==> config.mk <==
export PLATFORM = sky130hd
export DESIGN_NAME = product_accumulator
export DESIGN_NICKNAME = d
export VERILOG_FILES = /design/src/rtl/product_accumulator.sv
export SDC_FILE = /design/constraint.sdc
export NUM_CORES = 1
export LEC_CHECK = 0
export CAP_MARGIN = 20
export CORE_ASPECT_RATIO = 1.4
export CORE_MARGIN = 2
export CORE_UTILIZATION = 55
export CTS_CLUSTER_DIAMETER = 120
export DETAILED_ROUTE_END_ITERATION = 16
export GPL_TIMING_DRIVEN = 0
export PLACE_DENSITY_LB_ADDON = 0.25
export SYNTH_ARGS = -nofsm -noshare
export SYNTH_HDL_FRONTEND = slang
export SYNTH_SLANG_ARGS = --single-unit
==> constraint.sdc <==
create_clock -name clk -period 4.87 [get_ports clk]
set_clock_uncertainty 0.05 [all_clocks]
set_input_delay 1.2175 -clock clk [delete_from_list [all_inputs] [get_ports clk]]
set_output_delay 1.2175 -clock clk [all_outputs]
set_load 0.05 [all_outputs]
==> src/rtl/product_accumulator.sv <==
// -----------------------------------------------------------------------------
// product_accumulator
//
// Reduction stage of the dot-product path. Unsigned WL-bit products arrive as
// a valid/ready stream and are summed per frame into a WA-bit accumulator.
// When the frame's last beat is accepted, the total, the beat count and an
// overflow flag are presented one cycle later as a single output transaction.
//
// Parameters
//   WL : product (input) width, unsigned
//   WA : accumulator / output width (WA >= WL)
//   WC : beat-counter width (WC >= 2), count saturates at 2^WC-1
//
// Ports
//   clk       : clock, all state on the rising edge
//   rst_n     : synchronous active-low reset
//   clr       : abort the frame being accumulated (no effect on a pending result)
//   in_valid  : product beat valid
//   in_ready  : block can accept a beat
//   in_data   : unsigned product
//   in_last   : beat is the final one of its frame
//   out_valid : frame result valid
//   out_ready : consumer accepts the result
//   out_sum   : frame sum
//   out_count : beats in frame (saturating)
//   out_ovf   : sum carried out of WA bits at some point during the frame
//
// Build option
//   PRODUCT_ACC_SAT_EN : when defined, the accumulator clamps to 2^WA-1 on the
//                        first carry out and stays clamped for the rest of the
//                        frame; when undefined it wraps modulo 2^WA.
// -----------------------------------------------------------------------------
module product_accumulator #(
    parameter int WL = 32,
    parameter int WA = 40,
    parameter int WC = 8
) (
    input  logic          clk,
    input  logic          rst_n,
    input  logic          clr,
    input  logic          in_valid,
    output logic          in_ready,
    input  logic [WL-1:0] in_data,
    input  logic          in_last,
    output logic          out_valid,
    input  logic          out_ready,
    output logic [WA-1:0] out_sum,
    output logic [WC-1:0] out_count,
    output logic          out_ovf
);

    typedef enum logic [0:0] {
        ST_ACC  = 1'b0,
        ST_DONE = 1'b1
    } state_t;

    localparam logic [WA-1:0] ACC_ZERO = {WA{1'b0}};
    localparam logic [WA-1:0] ACC_MAX  = {WA{1'b1}};
    localparam logic [WC-1:0] CNT_ZERO = {WC{1'b0}};
    localparam logic [WC-1:0] CNT_MAX  = {WC{1'b1}};
    localparam logic [WC-1:0] CNT_ONE  = WC'(32'd1);

    state_t        state_r, state_nxt_s;
    logic [WA-1:0] acc_r, acc_nxt_s;
    logic [WC-1:0] cnt_r, cnt_nxt_s;
    logic          ovf_r, ovf_nxt_s;
    logic          out_valid_r, out_valid_nxt_s;
    logic [WA-1:0] out_sum_r, out_sum_nxt_s;
    logic [WC-1:0] out_count_r, out_count_nxt_s;
    logic          out_ovf_r, out_ovf_nxt_s;

    logic          in_ready_s;
    logic          beat_s;
    logic [WA-1:0] base_acc_s;
    logic [WC-1:0] base_cnt_s;
    logic          base_ovf_s;
    logic [WA:0]   sum_wide_s;
    logic          carry_s;
    logic [WA-1:0] acc_add_s;
    logic [WC-1:0] cnt_add_s;
    logic          ovf_add_s;

    // Input acceptance: in DONE a beat may only enter while the result retires.
    always_comb begin
        in_ready_s = 1'b0;
        case (state_r)
            ST_ACC:  in_ready_s = !clr;
            ST_DONE: in_ready_s = out_ready && !clr;
            default: in_ready_s = 1'b0;
        endcase
    end

    assign in_ready = in_ready_s;
    assign beat_s   = in_valid && in_ready_s;

    // Accumulate datapath. A beat taken in DONE opens a new frame, so it is
    // added to a zero base instead of the (already reported) running state.
    always_comb begin
        if (state_r == ST_DONE) begin
            base_acc_s = ACC_ZERO;
            base_cnt_s = CNT_ZERO;
            base_ovf_s = 1'b0;
        end else begin
            base_acc_s = acc_r;
            base_cnt_s = cnt_r;
            base_ovf_s = ovf_r;
        end
        sum_wide_s = {1'b0, base_acc_s} + {{(WA + 1 - WL){1'b0}}, in_data};
        carry_s    = sum_wide_s[WA];
`ifdef PRODUCT_ACC_SAT_EN
        // Once clamped, any further non-zero beat carries again, so the clamp
        // holds for the rest of the frame without extra state.
        if (carry_s) begin
            acc_add_s = ACC_MAX;
        end else begin
            acc_add_s = sum_wide_s[WA-1:0];
        end
`else
        acc_add_s = sum_wide_s[WA-1:0];
`endif
        ovf_add_s = base_ovf_s | carry_s;
        if (base_cnt_s == CNT_MAX) begin
            cnt_add_s = CNT_MAX;
        end else begin
            cnt_add_s = base_cnt_s + CNT_ONE;
        end
    end

    // Next-state and registered-output logic.
    always_comb begin
        state_nxt_s     = state_r;
        acc_nxt_s       = acc_r;
        cnt_nxt_s       = cnt_r;
        ovf_nxt_s       = ovf_r;
        out_valid_nxt_s = out_valid_r;
        out_sum_nxt_s   = out_sum_r;
        out_count_nxt_s = out_count_r;
        out_ovf_nxt_s   = out_ovf_r;
        case (state_r)
            ST_ACC: begin
                if (clr) begin
                    acc_nxt_s = ACC_ZERO;
                    cnt_nxt_s = CNT_ZERO;
                    ovf_nxt_s = 1'b0;
                end else if (beat_s) begin
                    if (in_last) begin
                        state_nxt_s     = ST_DONE;
                        out_valid_nxt_s = 1'b1;
                        out_sum_nxt_s   = acc_add_s;
                        out_count_nxt_s = cnt_add_s;
                        out_ovf_nxt_s   = ovf_add_s;
                        acc_nxt_s       = ACC_ZERO;
                        cnt_nxt_s       = CNT_ZERO;
                        ovf_nxt_s       = 1'b0;
                    end else begin
                        acc_nxt_s = acc_add_s;
                        cnt_nxt_s = cnt_add_s;
                        ovf_nxt_s = ovf_add_s;
                    end
                end else begin
                    state_nxt_s = ST_ACC;
                end
            end
            ST_DONE: begin
                if (out_ready) begin
                    if (beat_s && in_last) begin
                        // Single-beat frame right behind the retiring one.
                        state_nxt_s     = ST_DONE;
                        out_valid_nxt_s = 1'b1;
                        out_sum_nxt_s   = acc_add_s;
                        out_count_nxt_s = cnt_add_s;
                        out_ovf_nxt_s   = ovf_add_s;
                        acc_nxt_s       = ACC_ZERO;
                        cnt_nxt_s       = CNT_ZERO;
                        ovf_nxt_s       = 1'b0;
                    end else if (beat_s) begin
                        state_nxt_s     = ST_ACC;
                        out_valid_nxt_s = 1'b0;
                        acc_nxt_s       = acc_add_s;
                        cnt_nxt_s       = cnt_add_s;
                        ovf_nxt_s       = ovf_add_s;
                    end else begin
                        state_nxt_s     = ST_ACC;
                        out_valid_nxt_s = 1'b0;
                        acc_nxt_s       = ACC_ZERO;
                        cnt_nxt_s       = CNT_ZERO;
                        ovf_nxt_s       = 1'b0;
                    end
                end else begin
                    state_nxt_s = ST_DONE;
                end
            end
            default: begin
                state_nxt_s     = ST_ACC;
                acc_nxt_s       = ACC_ZERO;
                cnt_nxt_s       = CNT_ZERO;
                ovf_nxt_s       = 1'b0;
                out_valid_nxt_s = 1'b0;
                out_sum_nxt_s   = ACC_ZERO;
                out_count_nxt_s = CNT_ZERO;
                out_ovf_nxt_s   = 1'b0;
            end
        endcase
    end

    // State and output registers with synchronous active-low reset.
    always_ff @(posedge clk) begin
        if (!rst_n) begin
            state_r     <= ST_ACC;
            acc_r       <= ACC_ZERO;
            cnt_r       <= CNT_ZERO;
            ovf_r       <= 1'b0;
            out_valid_r <= 1'b0;
            out_sum_r   <= ACC_ZERO;
            out_count_r <= CNT_ZERO;
            out_ovf_r   <= 1'b0;
        end else begin
            state_r     <= state_nxt_s;
            acc_r       <= acc_nxt_s;
            cnt_r       <= cnt_nxt_s;
            ovf_r       <= ovf_nxt_s;
            out_valid_r <= out_valid_nxt_s;
            out_sum_r   <= out_sum_nxt_s;
            out_count_r <= out_count_nxt_s;
            out_ovf_r   <= out_ovf_nxt_s;
        end
    end

    assign out_valid = out_valid_r;
    assign out_sum   = out_sum_r;
    assign out_count = out_count_r;
    assign out_ovf   = out_ovf_r;

endmodule

; Word-level counts from Yosys, hierarchy flattened
; Index checks and enable logic that the tools add are counted.
[word_totals]
register_bits = 100
inputBits = 38
output_inout_bits = 51
wordCells = 81
[op_classes]
n_addsub = 2
n_eq_ne = 7
n_mux = 55
bitwise = 2
reduce_logical = 7
[ops]
columns = op, count
row1 = two-way mux 40 bit, 12
row2 = case mux 40 bit (2 select lines), 2
row3 = two-way mux 8 bit, 13
row4 = adder 40 x 32 -> 41 bit, 1
row5 = case mux 8 bit (2 select lines), 2
row6 = two-way mux 1 bit, 21
row7 = case mux 1 bit (2 select lines), 5
row8 = "adder 8 x 1 -> 8 bit, second input constant", 1
row9 = "equality test 8 bit, second input constant", 1
row10 = "inequality test 2 bit, second input constant", 4
row11 = AND reduction 5 bit, 1
row12 = AND reduction 4 bit, 1
row13 = logical AND 1 bit, 3
row14 = "inequality test 3 bit, second input constant", 1
row15 = "inequality test 2 x 1 -> 1 bit, second input constant", 1
row16 = AND reduction 2 bit, 1
row17 = zero test 1 bit, 1
row18 = NOT 1 bit, 1
row19 = bitwise OR 1 bit, 1

; Logic depth before layout (Yosys ltp)
; Gate-level depths: netlist (run 1).
[logic_depth]
depth_word = 8
depth_mapped = 14
depth_no_buf = 11

; Least setup slack after synthesis (run 1)
; No wires, ideal clock.
[synth_path]
path_type = input-to-reg
start = input port in_data[0]
end = register out_sum_r[14], in the netlist out_sum[14]
setup_time_ns = 0.071
t_arrival_ns = 3.465
t_required_ns = 4.749
setup_slack_ns = 1.285
path_stages = 10
n_path_buf = 0
cell_sequence = ha_1 > fa_1 > a211o_1 > nor4b_4 > nor4b_1 > o21ai_0 > a31oi_1 > xnor2_1 > nand2_1 > a21oi_1
[synth_via]
elab_chain_len = 5
elab_cells_between_ends = 7
cone_classes = 1 x add/sub / 6 x mux
[synth_rtl]
columns = element, line_no
row1 = "start, declared", 43  ; input logic [WL-1:0] in_data,
row2 = adder 40 x 32 -> 41 bit *, 108  ; sum_wide_s = {1'b0, base_acc_s} + {{(WA + 1 - WL){1'b0}}, in_data};
row3 = two-way mux 40 bit, 146  ; if (in_last) begin
row4 = two-way mux 40 bit, 145  ; end else if (beat_s) begin
row5 = two-way mux 40 bit, 141  ; if (clr) begin
row6 = case mux 40 bit (2 select lines) *, 139  ; case (state_r)
row7 = "end signal, assigned", 223  ; out_sum_r <= out_sum_nxt_s;
row8 = "end, declared", 68  ; logic [WA-1:0] out_sum_r, out_sum_nxt_s;
; Mark *: on every way between the ends. The rest lies on a longest branch, timed or not. The select of a mux whose other input is x is not followed.
; A chain may end at the register's enable or synchronous reset.

; Worst setup path in the final report (run 1)
[layout_path]
start = register state_r
end = register acc_r[37]
[layout_via]
elab_chain_len = 7
elab_cells_between_ends = 16
cone_classes = 1 x add/sub / 2 x eq/ne / 9 x mux / 1 x bitwise / 3 x reduce/logical
[layout_rtl]
columns = element, line_no
row1 = "start, declared", 63  ; state_t state_r, state_nxt_s;
row2 = "start signal, assigned", 218  ; state_r <= state_nxt_s;
row3 = "parallel branches: the longest is 7 deep, another holds adder 40 x 32 -> 41 bit", --
row4 = "end signal, assigned", 219  ; acc_r <= acc_nxt_s;
row5 = "end, declared", 64  ; logic [WA-1:0] acc_r, acc_nxt_s;
; Parallel ways; which one is timed is not known. The select of a mux whose other input is x is not followed.

==> results of run 1 <==
-- cells in the final DEF (no fill, tap or decap), types with 11 or more instances in the layout --
master	netlist	routed
ha_1	33	33
a22oi_1	24	24
nand2_1	104	104
nand4_1	11	11
nand3_1	29	29
and3_1	11	11
nor2b_1	46	46
clkdlybuf4s50_1	0	87
o21ai_0	48	48
a21oi_1	68	68
dfxtp_1	100	100
nor2_1	69	69
clkbuf_1	28	29
xnor2_1	25	25
a21o_1	13	13
-- final timing paths --
| kind | from | endpoint | slack (ns) | cells after the start |
|---|---|---|---|---|
| max reg2reg | state_r | acc_r[37] | 0.48 | 12 |
| min | ovf_r | ovf_r | 0.40 | 2 |
| min reg2reg | ovf_r | ovf_r | 0.40 | 2 |
| max | state_r | acc_r[37] | 0.48 | 12 |
-- critical path, delay by kind of cell, from the launching register on --
kind                     cells  cell delay, ns
buffers and inverters        2            0.96
adder cells (fa/ha/maj)      1            0.36
flip-flops                   1            0.50
AO/OA/AOI/OAI                8            2.30
AND/OR/NAND/NOR              1            0.10
-- metrics by stage --
stage	cells	worst slack [ns]	area, um2
CTS	995	0.538	7270
floorplan	753	1.28	5940
finish	996	0.484	7270
global route	996	0.159	7270
detailed placement	979	0.422	6990
global placement	978	0.442	6980
-- cell families after synthesis --
group,after synthesis,share of synthesized area [%]
AO/OA/AOI/OAI,217,23.9
adder cells (fa/ha/maj),34,7.29
multiplexers,3,0.505
AND/OR/NAND/NOR,315,26.2
buffers and inverters,51,3.54
flip-flops,100,33.7
XOR/XNOR,33,4.87
-- routing by layer --
metal	routed length (um)	up-vias
met3	1130	63
met1	6880	2770
met2	8580	244
li1	-	2912
met4	888	0
met5	0	-
-- registers in the layout, indices dropped and copies added (netlist names) --
signal,flops
out_count,8
out_valid,1
ovf_r,1
out_ovf,1
out_sum,40
cnt_r,8
state_r,1
acc_r,40
-- cell type report --
class	count	area, um2	area share, %
multi-input cells	602	3730	51.3
flip-flops and latches	100	2000	27.5
repair buffers	89	881	12.1
clock buffers	11	243	3.34
well taps	138	173	2.37
plain buffers	40	169	2.32
inverters	11	41.3	0.568
clock inverters	5	37.5	0.516
-- power groups by stage --
stage               Combinational [mW]  Clock [mW]  Sequential [mW]
floorplan                        0.168           0            0.922
global placement                 0.331           0            0.870
detailed placement               0.337           0            0.871
CTS                              0.340       0.686            0.853
global route                     0.369       0.717            0.855
finish                           0.344       0.682            0.853
==> impl_metrics.csv, run 1 <==
group,metric,value,unit
run_status,status,"complete, no violations",
global_route,grt_pass1_wl,28.0,mm
cells_and_area,final_nets,925,
yosys,synth.top_cell.area_share,33.7,%
timing,max_freq,0.228,GHz
hold_path,hold_class,"register to register",
clock_tree,cts_root_buffer,"clkbuf_16",
clock_tree,cts_num_sinks,100,
setup_path,cp-end-kind,"register",
power,p_int,1.33,mW
routing,drtIter0Drc,401,
yosys,ys_ff_latch,100,
setup_path,crit_chain,"clkbuf_1, clkbuf_1, nor2b_1, ha_1, o21ai_0, o21ai_0, o2111ai_1, a2111oi_4, o21ai_2, o22ai_1, o21ai_0, a22o_1",
setup_path,max_stage_delay,0.59,ns
timing,worst_slew_pin_slew,0.781,ns
power,powerDensity,258,nW/um2
timing,fin_crit_sh,90.1,%
global_route,grt_pass1_vias,5896,
global_route,antenna_found_initial,0,
routing,dr.pass1.iters,5,
yosys,syn_nets,825,
global_route,grt_overflow,0,
global_route,grtUsageMet3,4.30,%
routing,postRouteAntennaNets,0,
place,place.port_buffers,87,
routing,vias_per_cell,6.01,
timing,fin_crit,4.39,ns
floorplan,die_x,91.8,um
routing,routed_wl,17.5,mm
routing,num_vias,5989,
setup_path,cp_common_cell,"o21ai_0",
timing,drv_slew,0,
yosys,synth_cell_types,68,
timing,setup_viol,0,
power,switching_power,553,uW
cells_and_area,fillers,864,
clock_tree,numCtsBuffers,9,
cells_and_area,final_util,69.5,%
cells_and_area,area_growth,22.5,%
timing,max_slew_margin,47.9,%
yosys,synthesis.area,5940,um2
yosys,ys.flop_type,"dfxtp_1",
global_route,grt_max_degree,17,
clock_tree,cts_buffer_depth,2,
yosys,yosys_warnings,0,
yosys,synthTopCellsByArea,"dfxtp_1 (34%), ha_1 (7.0%), nand2_1 (6.6%)",
timing,rsz0062_at_grt,"false",
yosys,synthArstFlopShare,0,%
global_route,met2_usage,53.0,%
timing,tns,0,ns
power,power,1.88,mW
clock_tree,post_cts_buffers,0,
floorplan,die_h,127,um
setup_path,crit_type,"register to register",
yosys,yosysMostFrequentCell,"nand2_1",
place,hpwl,13.0,mm
cells_and_area,n_antenna_cell,0,
yosys,seq_area_frac_synth,33.7,%
setup_path,startpoint_type,"register",
power,power_frac_comb,18.3,%
routing,routedWlPerCell,17.6,um
timing,whs,0.399,ns
setup_path,arrival,4.57,ns
place,gp_congestion,0.966,
global_route,grt-busiest-layer,"met2",
timing,hold_viol,0,
floorplan,rows,44,
clock_tree,path_clk_slew,0.07,ns
floorplan,core-area,10500,um2
flow_run,maxCapViolCount,0,
routing,drc,0,
global_route,met1_usage,34.8,%
power,p_seq_share,45.4,%
yosys,yosysTopAreaCell,"dfxtp_1",
clock_tree,cts_tree,"built",
floorplan,start_util,56.8,%
yosys,syn_avg_cell_area,7.89,um2
yosys,synth_common_cells,"nand2_1 (104), dfxtp_1 (100), nor2_1 (69)",
clock_tree,insertion_delay,0.35,ns
yosys,synth_edf_count,0,
floorplan,io_pins,89,
setup_path,crit_path_max_fanout,10,
power,p_sw_share,29.4,%
power,ir_drop,0.192,mV
clock_tree,cts_resized,0,
yosys,postSynthCellCount,753,
cells_and_area,drive_above_1_share,4.90,%
clock_tree,h-tree-depth,3,
setup_path,required,5.06,ns
floorplan,dieArea,11700,um2
power,pwr-share-clk,36.3,%
power,leakagePower,2.83,nW
global_route,grt_usage,29.9,%
clock_tree,holdBufCountCts,0,
setup_path,slowest_stage,"a2111oi_4",
Note: power is estimated with default switching activity, not from simulation.
==> inputs of run 2 (changes only) <==
==> constraint.sdc (replaced) <==
create_clock -name clk -period 4.87 [get_ports clk]
set_clock_uncertainty 0.05 [all_clocks]
set_input_delay 1.2175 -clock clk [delete_from_list [all_inputs] [get_ports clk]]
set_output_delay 1.2175 -clock clk [all_outputs]
set_load 0.005 [all_outputs]
==> results of run 2 <==
Same layout as run 1 (identical final DEF). Status: complete, no violations.
Main changes from that run: total power 1.88 mW -> 1.83 mW; worst IR drop on VDD 0.192 mV -> 0.190 mV
